<file path="config.mk">
export PLATFORM = sky130hd
export DESIGN_NAME = register_file_mp
export DESIGN_NICKNAME = d
export VERILOG_FILES = /design/src/rtl/rf_pkg.sv /design/src/rtl/rf_clear_seq.sv /design/src/rtl/register_file_mp.sv
export SDC_FILE = /design/constraint.sdc
export NUM_CORES = 1
export LEC_CHECK = 0
export CORE_UTILIZATION = 34
export DETAILED_ROUTE_END_ITERATION = 6
export GPL_ROUTABILITY_DRIVEN = 0
export PLACE_DENSITY = 0.56
export RECOVER_POWER = 25
export SYNTH_ARGS = -nofsm -noshare
export SYNTH_HDL_FRONTEND = slang
export SYNTH_HIERARCHICAL = 1
export SYNTH_SLANG_ARGS = --single-unit
export TNS_END_PERCENT = 20
</file>
<file path="constraint.sdc">
create_clock -name clk -period 24.3 [get_ports clk]
set_input_delay 4.86 -clock clk [delete_from_list [all_inputs] [get_ports clk]]
set_output_delay 4.86 -clock clk [all_outputs]
set_load 0.01 [all_outputs]
</file>
<file path="src/rtl/rf_pkg.sv">
// Shared types and default sizing for the multi-port register file.
//   rf_state_e      : clear sequencer states
//   RF_*_DEF        : default parameter values used by the top and sub-module
package rf_pkg;

  typedef enum logic {
    RF_IDLE  = 1'b0,
    RF_CLEAR = 1'b1
  } rf_state_e;

  localparam int unsigned RF_DATA_W_DEF   = 16;
  localparam int unsigned RF_ADDR_W_DEF   = 4;
  localparam int unsigned RF_ZERO_REG_DEF = 0;
  localparam int unsigned RF_BYPASS_DEF   = 1;

endpackage

</file>
<file path="src/rtl/rf_clear_seq.sv">
// Clear sequencer: walks the array one entry per enabled cycle on request.
// Ports:
//   clk, rst     : clock, async active-high reset
//   en           : global enable, 0 stalls the sweep
//   clr_req      : start request, sampled only while idle
//   busy         : sweep in progress (registered)
//   clr_done     : 1-cycle pulse after the last entry is cleared (registered)
//   clr_we       : combinational clear strobe for the current entry
//   clr_addr     : entry being cleared this cycle
module rf_clear_seq
  import rf_pkg::*;
#(
  parameter int unsigned ADDR_W = RF_ADDR_W_DEF,
  parameter int unsigned DEPTH  = 2 ** ADDR_W
) (
  input  logic              clk,
  input  logic              rst,
  input  logic              en,
  input  logic              clr_req,
  output logic              busy,
  output logic              clr_done,
  output logic              clr_we,
  output logic [ADDR_W-1:0] clr_addr
);

  localparam logic [ADDR_W-1:0] LAST_IDX = ADDR_W'(DEPTH - 1);

  rf_state_e         r_state;
  logic [ADDR_W-1:0] r_cnt;
  logic              r_busy;
  logic              r_done;

  // State, counter and registered handshake outputs
  always_ff @(posedge clk or posedge rst) begin
    if (rst) begin
      r_state <= RF_IDLE;
      r_cnt   <= '0;
      r_busy  <= 1'b0;
      r_done  <= 1'b0;
    end else begin
      r_done <= 1'b0;
      if (en) begin
        case (r_state)
          RF_IDLE: begin
            if (clr_req) begin
              r_state <= RF_CLEAR;
              r_cnt   <= '0;
              r_busy  <= 1'b1;
            end
          end
          RF_CLEAR: begin
            // Counter parks on the last index rather than wrapping
            if (r_cnt == LAST_IDX) begin
              r_state <= RF_IDLE;
              r_busy  <= 1'b0;
              r_done  <= 1'b1;
            end else begin
              r_cnt <= r_cnt + ADDR_W'(1);
            end
          end
          default: begin
            r_state <= RF_IDLE;
            r_busy  <= 1'b0;
          end
        endcase
      end
    end
  end

  assign busy     = r_busy;
  assign clr_done = r_done;
  assign clr_we   = en & (r_state == RF_CLEAR);
  assign clr_addr = r_cnt;

endmodule

</file>
<file path="src/rtl/register_file_mp.sv">
// Dual-read / single-write register file with registered reads, optional
// write-to-read bypass, optional hardwired-zero entry 0 and a clear sweep.
// Ports:
//   clk, rst               : clock, async active-high reset
//   en                     : global enable (freezes array, read regs, sweep)
//   wr_en/wr_addr/wr_data  : write request, held until wr_ready
//   wr_ready               : combinational, low while a sweep runs
//   rd_en, rd_addr_a/b     : read request for both ports
//   rd_data_a/b, rd_valid  : registered read results, 1-cycle latency
//   clr_req, busy, clr_done: clear sweep handshake
module register_file_mp
  import rf_pkg::*;
#(
  parameter int unsigned DATA_W   = RF_DATA_W_DEF,
  parameter int unsigned ADDR_W   = RF_ADDR_W_DEF,
  parameter int unsigned DEPTH    = 2 ** ADDR_W,
  parameter int unsigned ZERO_REG = RF_ZERO_REG_DEF,
  parameter int unsigned BYPASS   = RF_BYPASS_DEF
) (
  input  logic              clk,
  input  logic              rst,
  input  logic              en,
  input  logic              wr_en,
  input  logic [ADDR_W-1:0] wr_addr,
  input  logic [DATA_W-1:0] wr_data,
  output logic              wr_ready,
  input  logic              rd_en,
  input  logic [ADDR_W-1:0] rd_addr_a,
  input  logic [ADDR_W-1:0] rd_addr_b,
  output logic [DATA_W-1:0] rd_data_a,
  output logic [DATA_W-1:0] rd_data_b,
  output logic              rd_valid,
  input  logic              clr_req,
  output logic              busy,
  output logic              clr_done
);

  logic [DATA_W-1:0] r_mem [DEPTH];
  logic [DATA_W-1:0] r_rd_a;
  logic [DATA_W-1:0] r_rd_b;
  logic              r_rd_valid;

  logic              w_busy;
  logic              w_clr_we;
  logic [ADDR_W-1:0] w_clr_addr;
  logic              w_wr_land;
  logic [DATA_W-1:0] w_rd_a;
  logic [DATA_W-1:0] w_rd_b;

  // Entry is backed by storage (in range and not the hardwired zero)
  function automatic logic addr_live(input logic [ADDR_W-1:0] a);
    return (32'(a) < DEPTH) && !((ZERO_REG != 0) && (a == '0));
  endfunction

  rf_clear_seq #(
    .ADDR_W (ADDR_W),
    .DEPTH  (DEPTH)
  ) u_clear_seq (
    .clk      (clk),
    .rst      (rst),
    .en       (en),
    .clr_req  (clr_req),
    .busy     (w_busy),
    .clr_done (clr_done),
    .clr_we   (w_clr_we),
    .clr_addr (w_clr_addr)
  );

  assign busy     = w_busy;
  assign wr_ready = ~w_busy;

  // Accepted write that actually lands in storage; also the only one bypassed
  assign w_wr_land = en & wr_en & ~w_busy & addr_live(wr_addr);

  // Read muxes; the clear strobe is deliberately not forwarded
  always_comb begin
    w_rd_a = '0;
    w_rd_b = '0;
    if (addr_live(rd_addr_a)) begin
      if ((BYPASS != 0) && w_wr_land && (wr_addr == rd_addr_a)) w_rd_a = wr_data;
      else                                                      w_rd_a = r_mem[rd_addr_a];
    end
    if (addr_live(rd_addr_b)) begin
      if ((BYPASS != 0) && w_wr_land && (wr_addr == rd_addr_b)) w_rd_b = wr_data;
      else                                                      w_rd_b = r_mem[rd_addr_b];
    end
  end

  // Storage array; writes and clears never coincide since wr_ready is low while clearing
  always_ff @(posedge clk or posedge rst) begin
    if (rst) begin
      for (int i = 0; i < int'(DEPTH); i++) r_mem[i] <= '0;
    end else if (w_clr_we) begin
      r_mem[w_clr_addr] <= '0;
    end else if (w_wr_land) begin
      r_mem[wr_addr] <= wr_data;
    end
  end

  // Registered read ports; data holds when no read is accepted
  always_ff @(posedge clk or posedge rst) begin
    if (rst) begin
      r_rd_a     <= '0;
      r_rd_b     <= '0;
      r_rd_valid <= 1'b0;
    end else if (en && rd_en) begin
      r_rd_a     <= w_rd_a;
      r_rd_b     <= w_rd_b;
      r_rd_valid <= 1'b1;
    end else begin
      r_rd_valid <= 1'b0;
    end
  end

  assign rd_data_a = r_rd_a;
  assign rd_data_b = r_rd_b;
  assign rd_valid  = r_rd_valid;

endmodule
</file>
==> impl_results.md, run 1 <==
- Cell Count, Final, Fillers Out: 1,697
- Max Fclk: 121 MHz
- Vias per inst: 6.39
- Final min period: 8.28 ns
- Port buffer count: 69
- Die extent in x: 214 um
- TritonCTS Buffers: 34
- Clock buffer depth: 3
- Crit end category: asynchronous set/reset pin
- Total track usage: 21.5%
- DPL Wire Length: 29.4 mm
- Final Max Tran Viols: 129
- Post-synth EDFFs: 0
- # rows: 77
- Max-Slew Margin vs Limit: -194%
- Cell count after synthesis: 1,068
- Fin nets: 1,118
- Max cap viols: 2
- Routed vias: 10.8k
- Total design power: 1.71 mW
- Initial antenna violation count: 1
- Worst Skew: 0.0135 ns
- Final Cycle Share: 34.1%
- Run status: complete, but fails checks
- Post-CTS setup buffer count: 0
- Ys flop type: dfrtp_1
- Yosys warning count: 6
- Final Hold Violating Endpoints: 0
- Power Density: 98.2 mW/mm^2
- Clock sinks: 296
- Num ports: 70
- Synth async-reset ratio: 100%
- CTS root buffer: clkbuf_16
- Diode count: 0
- CP arrival: 8.75 ns
- Vias in the first global route: 11.2k
- Share of post-route cells with drive strength above 1: 23.0%
- Mean routed wirelength per cell: 29.0 um
- Fillcell total: 4,176
- RSZ-0062 raised after global routing: no
- Failing checks: max-capacitance violations, max-slew violations
- Starting density of the core: 34.5%
- Leak: 7.61 nW
- Cts repair resizes: 0
- Die height: 214 um
- Synthesized area: 0.0153 sq mm
- Cts hold-fix bufs: 0
- Placed instance count: 1,639
- Register area share after synthesis: 48.4%
- Clock latency on the worst-skew pair: 0.52 ns
- Pin count of the biggest net entering global routing: 198
- Syn_nets: 1,103
- Critical path class: input pin to asynchronous set/reset pin
- Reg clk slew, reported paths: 0.06 ns
- Post-route setup TNS: 0 ns
- Critical Path RT: 24.77 ns
- Synth cell types: 42
- #FFs+latches synth: 296
- Crit Path Max Fanout: 197
- Die area: 0.0459 sq mm
- Avg Inst Size Synth: 14.3 sq um
- Critical path startpoint category: input pin
- First-pass GRT wire length: 75.0 mm
- Slew @ Worst Pin: 4.41 ns
- Placeable Area: 0.0443 sq mm
- DRC Markers: 0
- # setup viols final: 0
- Hold WC Path Type: flip-flop to flip-flop
- DR pass1 iterations: 5
- 1st-iter DRT viols: 1,158
- Total global routing overflow: 0
- WL final: 49.2 mm
- Worst VDD drop: 0.0602 mV
- H-tree depth: 2
- CTS tree: yes
- Worst hold slack: 0.513 ns
- Post-route ant nets: 0
- Area Overhead vs Synth: 13.5%
==> through the flow <==
stage	instance area (sq um)	setup WS (ns)	util, %
5_1_grt	17400	15.23	39.2
4_1_cts	17400	16.48	39.2
2_1_floorplan	15300	11.46	-
3_5_place_dp	16300	15.96	36.8
6_report	17400	16.02	39.2
3_3_place_gp	16300	16.03	36.8
==> power by group <==
part           internal [mW]  total [mW]  switching (mW)
sequential             0.632       0.754           0.122
combinational          0.244       0.436           0.192
clock                  0.303       0.515           0.212
total                   1.18        1.71           0.526
==> logic make-up (layout without fill, tap and decap cells) <==
group                      count (synthesis)  count (layout)  synth area share, %
and+or+nand+nor                          125             125                 6.09
muxes                                    128             128                 18.8
adders and majority gates                  1               1               0.0817
AOI/OAI and AO/OA                        380             380                 21.3
xor gates and xnor gates                   8               8                0.458
DFF                                      296             296                 48.4
buffers and inverters                    130             167                 4.88
==> layout by cell type (no fill, tap or decap), types with 2 or more instances in the layout <==
master             n
nor2_1             6
clkbuf_8           9
nor4_4            16
nand3_1            5
a221o_1           32
mux4_2           128
a21oi_2           11
a22o_1           256
dlygate4sd3_1     38
nor2b_1            6
and2_1            34
nor3_1             3
inv_4              2
a31oi_2            4
buf_4             34
clkbuf_16         35
nand2_1           40
clkdlybuf4s50_1   27
and3_1             4
a21oi_1            9
o21ai_0            2
inv_6              2
dfrtp_1          296
clkbuf_1           7
clkinv_2           3
a22oi_1           64
inv_1              5
xor2_1             8
==> critical path, cell delays in order <==
cell           delay, ns
dlygate4sd3_1       0.56
clkinvlp_2          2.38
buf_12              0.72
==> per-layer routing <==
| metal | track usage, % | share of wire (%) | routed length, um | up-vias |
|---|---|---|---|---|
| met1 | 31.0 | 43 | 21300 | 5754 |
| met4 | 7.29 | 2.9 | 1440 | 0 |
| li1 | - | - | - | 4380 |
| met2 | 31.9 | 44 | 21900 | 609 |
| met3 | 5.04 | 9.3 | 4590 | 104 |
| met5 | 0 | 0 | 0 | - |
==> cells in the mapped netlist (all sizes together), types with 2 or more instances <==
cell type  count  area (sq um)
mux4         128          2880
xor2           8          70.1
nand3          5          25.0
a22oi         64           480
nand2         40           153
and3           5          32.5
buf           85           572
a31oi          4          50.1
nor3           3          15.0
clkbuf        37           140
nand2b         2          15.0
dfrtp        296          7410
o21ai          2          10.0
a22o         256          2240
a21oi         20           138
a221o         32           320
nor4          18           359
nor2           6          22.5
nor2b          6          37.5
inv            8          35.0
and2          34           213
==> worst paths after layout <==
path	from	endpoint	slack, ns	depth (start not counted)
max in group clk	en	r_mem[85]	16.37	8
setup / recovery	rst	rd_data_a[8]	16.02	3
min in group asynchronous	rst	u_clear_seq/busy	4.75	2
hold / removal	r_mem[90]	r_mem[90]	0.51	1
setup reg to reg	u_clear_seq/r_state	r_mem[85]	20.98	7
hold reg to reg	r_mem[90]	r_mem[90]	0.51	1
==> registers in the layout, indices dropped and copies added, names as in the netlist <==
name / flops
r_mem: 256
rd_data_a: 16
rd_data_b: 16
rd_valid: 1
u_clear_seq/busy: 1
u_clear_seq/clr_addr: 4
u_clear_seq/clr_done: 1
u_clear_seq/r_state: 1
==> final cells by class <==
type,count,area (sq um),area share (%)
Multi-Input combinational cell,642,7160,41.2
Inverter,8,36.3,0.209
Clock buffer,50,1020,5.88
Sequential cell,296,7410,42.6
Tap cell,592,741,4.26
Timing Repair Buffer,101,930,5.35
Clock inverter,8,81.3,0.468
No activity file was read; power rests on OpenSTA's default activity.
==> run 2: changes to the inputs <==
Settings changed: PLACE_DENSITY 0.56 to 0.58.
Clock period 24.3 ns to 6.9 ns, I/O delays scaled along.
==> run 2 against run 1 <==
Compared with the run above:
- largest cell class unchanged
- cell area increased by 0.27%
- die area unchanged
- the run still ends with max-capacitance violations, max-slew violations left
- critical path depth rose by 4
- register-to-register slack got worse by 18 ns
==> impl_results.md, run 2 (synthesis results as in run 1) <==
- Run status: complete, but fails checks
- Failing checks: max-capacitance violations, max-slew violations
- Reg2Reg Depth: 6 (-1)
- Total track usage: 21.5% (-0.076 points)
- Post-CTS setup buffer count: 0 (unchanged)
- CTS tree: yes
- Cts hold-fix bufs: 0 (unchanged)
- Leak: 7.54 nW (-1.0%)
- Mean routed wirelength per cell: 28.6 um (-1.3%)
- Buffers plus inverters on the worst setup path: 2 (-1)
- Slowest cell delay on critical path: 1.28 ns (-1.10 ns)
- H-tree depth: 2 (unchanged)
- Critical Path RT: 7.30 ns (-17.47 ns)
- FF-to-FF setup slack: 3.02 ns (-17.96 ns)
- Vias in the first global route: 11.2k (-0.51%)
- Placeable Area: 0.0443 sq mm (unchanged)
- Total global routing overflow: 0 (unchanged)
- Num ports: 70 (unchanged)
- Worst hold slack: 0.514 ns (+0.00170 ns)
- Slowest cell on the critical path: nor4_4
- Slew @ Worst Pin: 3.03 ns (-1.38 ns)
- Crit end category: flip-flop
- Hold WC Path Type: flip-flop to flip-flop
- DPL Wire Length: 29.2 mm (-0.63%)
- Crit path capture: r_mem[28]
- Final Cycle Share: 72.8%
- Post-route setup TNS: 0 ns (unchanged)
- DR pass1 iterations: 5 (unchanged)
- Initial antenna violation count: 1 (unchanged)
- TritonCTS Buffers: 34 (unchanged)
- First-pass GRT wire length: 74.3 mm (-0.93%)
- Clock sinks: 296 (unchanged)
- Commonest non-fill, non-tap cell in the layout: dfrtp_1
- Pin count of the biggest net entering global routing: 121 (-39%)
- Clock buffer depth: 3 (unchanged)
- Reg clk slew, reported paths: 0.06 ns (about the same)
- Max Fclk: 199 MHz
- Share of post-route cells with drive strength above 1: 23.4% (+0.44 points)
- Die extent in x: 214 um (unchanged)
- Crit Path Max Fanout: 17 (-91%)
- # rows: 77 (unchanged)
- Crit. Startpoint: en
- # setup viols final: 0 (unchanged)
- WL final: 48.8 mm (-1.0%)
- Fin nets: 1,122 (+0.36%)
- Final Hold Violating Endpoints: 0 (unchanged)
- Total design power: 6.05 mW (+260%)
- Power Density: 348 mW/mm^2 (+250%)
- Max-Slew Margin vs Limit: -102% (+92 points)
- Final Max Tran Viols: 157 (+22%)
- Max reg flops: 256 (unchanged)
- Area Overhead vs Synth: 13.8%
- Reg-to-reg startpoint: u_clear_seq/r_state
- Worst Skew: 0.0214 ns (+0.00787 ns)
- Clock latency on the worst-skew pair: 0.53 ns (about the same)
- Die area: 0.0459 sq mm (unchanged)
- Starting density of the core: 34.5% (unchanged)
- Max cap viols: 2 (unchanged)
- R2R Path End: r_mem[28]
- Top delay family on crit path: simple AND/OR/NAND/NOR gates
- Most frequent cells in the layout: dfrtp_1 (296), a22o_1 (256), mux4_2 (128)
- Critical path class: input pin to flip-flop
- RSZ-0062 raised after global routing: no
- Routed vias: 10.7k (-1.4%)
- Final min period: 5.02 ns
- DRC Markers: 0 (unchanged)
- Port buffer count: 69 (unchanged)
- Worst VDD drop: 0.157 mV (+160%)
- 1st-iter DRT viols: 1,085 (-6.3%)
- Biggest register: r_mem
- Levels on crit path: 7 (+4)
- Die height: 214 um (unchanged)
- CP cell instances: dlygate4sd3_1 > nand2_1 > inv_1 > nand4bb_2 > nor4_4 > a31oi_2 > a22o_1
- Vias per inst: 6.28 (-1.8%)
- CTS root buffer: clkbuf_16
- CP arrival: 5.43 ns (-3.32 ns)
- Post-route ant nets: 0 (unchanged)
- Critical path startpoint category: input pin
- Cts repair resizes: 0 (unchanged)
## run 2: power by group
group	total (mW)	switching, mW	leakage (nW)	internal [mW]
Sequential	2.66	0.434	4.02	2.23
Clock	1.85	0.752	0.554	1.10
Combinational	1.54	0.663	2.97	0.879
Total	6.05	1.85	7.54	4.20
## run 2: layout make-up
type	count	area (sq um)
fillers	4185	26900
inverters	8	36.3
flip-flops and latches	296	7410
well taps	592	741
clock buffers	46	966
repair buffers	105	945
clock inverters	13	168
multi-input cells	642	7160
diodes	1	2.50
## run 2: stage by stage
step / utilization (%) / area, sq um / std cells / setup WS (ns)
global placement: 36.8 / 16300 / 1643 / 1.59
floorplan: - / 15300 / 1068 / 1.69
detailed placement: 36.8 / 16300 / 1643 / 1.43
finish: 39.3 / 17400 / 1703 / 1.88
global route: 39.3 / 17400 / 1702 / 1.11
CTS: 39.4 / 17400 / 1702 / 1.97
## run 2: worst min path at each step
stage | start | end | slack (ns) | depth (start not counted)
after floorplan | r_mem[112] | r_mem[112] | 0.48 | 1
after global placement | r_mem[121] | r_mem[121] | 0.49 | 1
after detailed placement | r_mem[92] | r_mem[92] | 0.50 | 1
after CTS | r_mem[130] | r_mem[130] | 0.52 | 1
after global routing | r_mem[76] | r_mem[76] | 0.53 | 1
final | r_mem[141] | r_mem[141] | 0.51 | 1
## run 2: metal layers
metal,track usage [%],vias up,wire length (um)
li1,-,4397,-
met1,30.3,5640,20900
met2,31.2,564,21500
met3,6.06,89,4610
met4,8.24,2,1760
met5,0.417,-,15
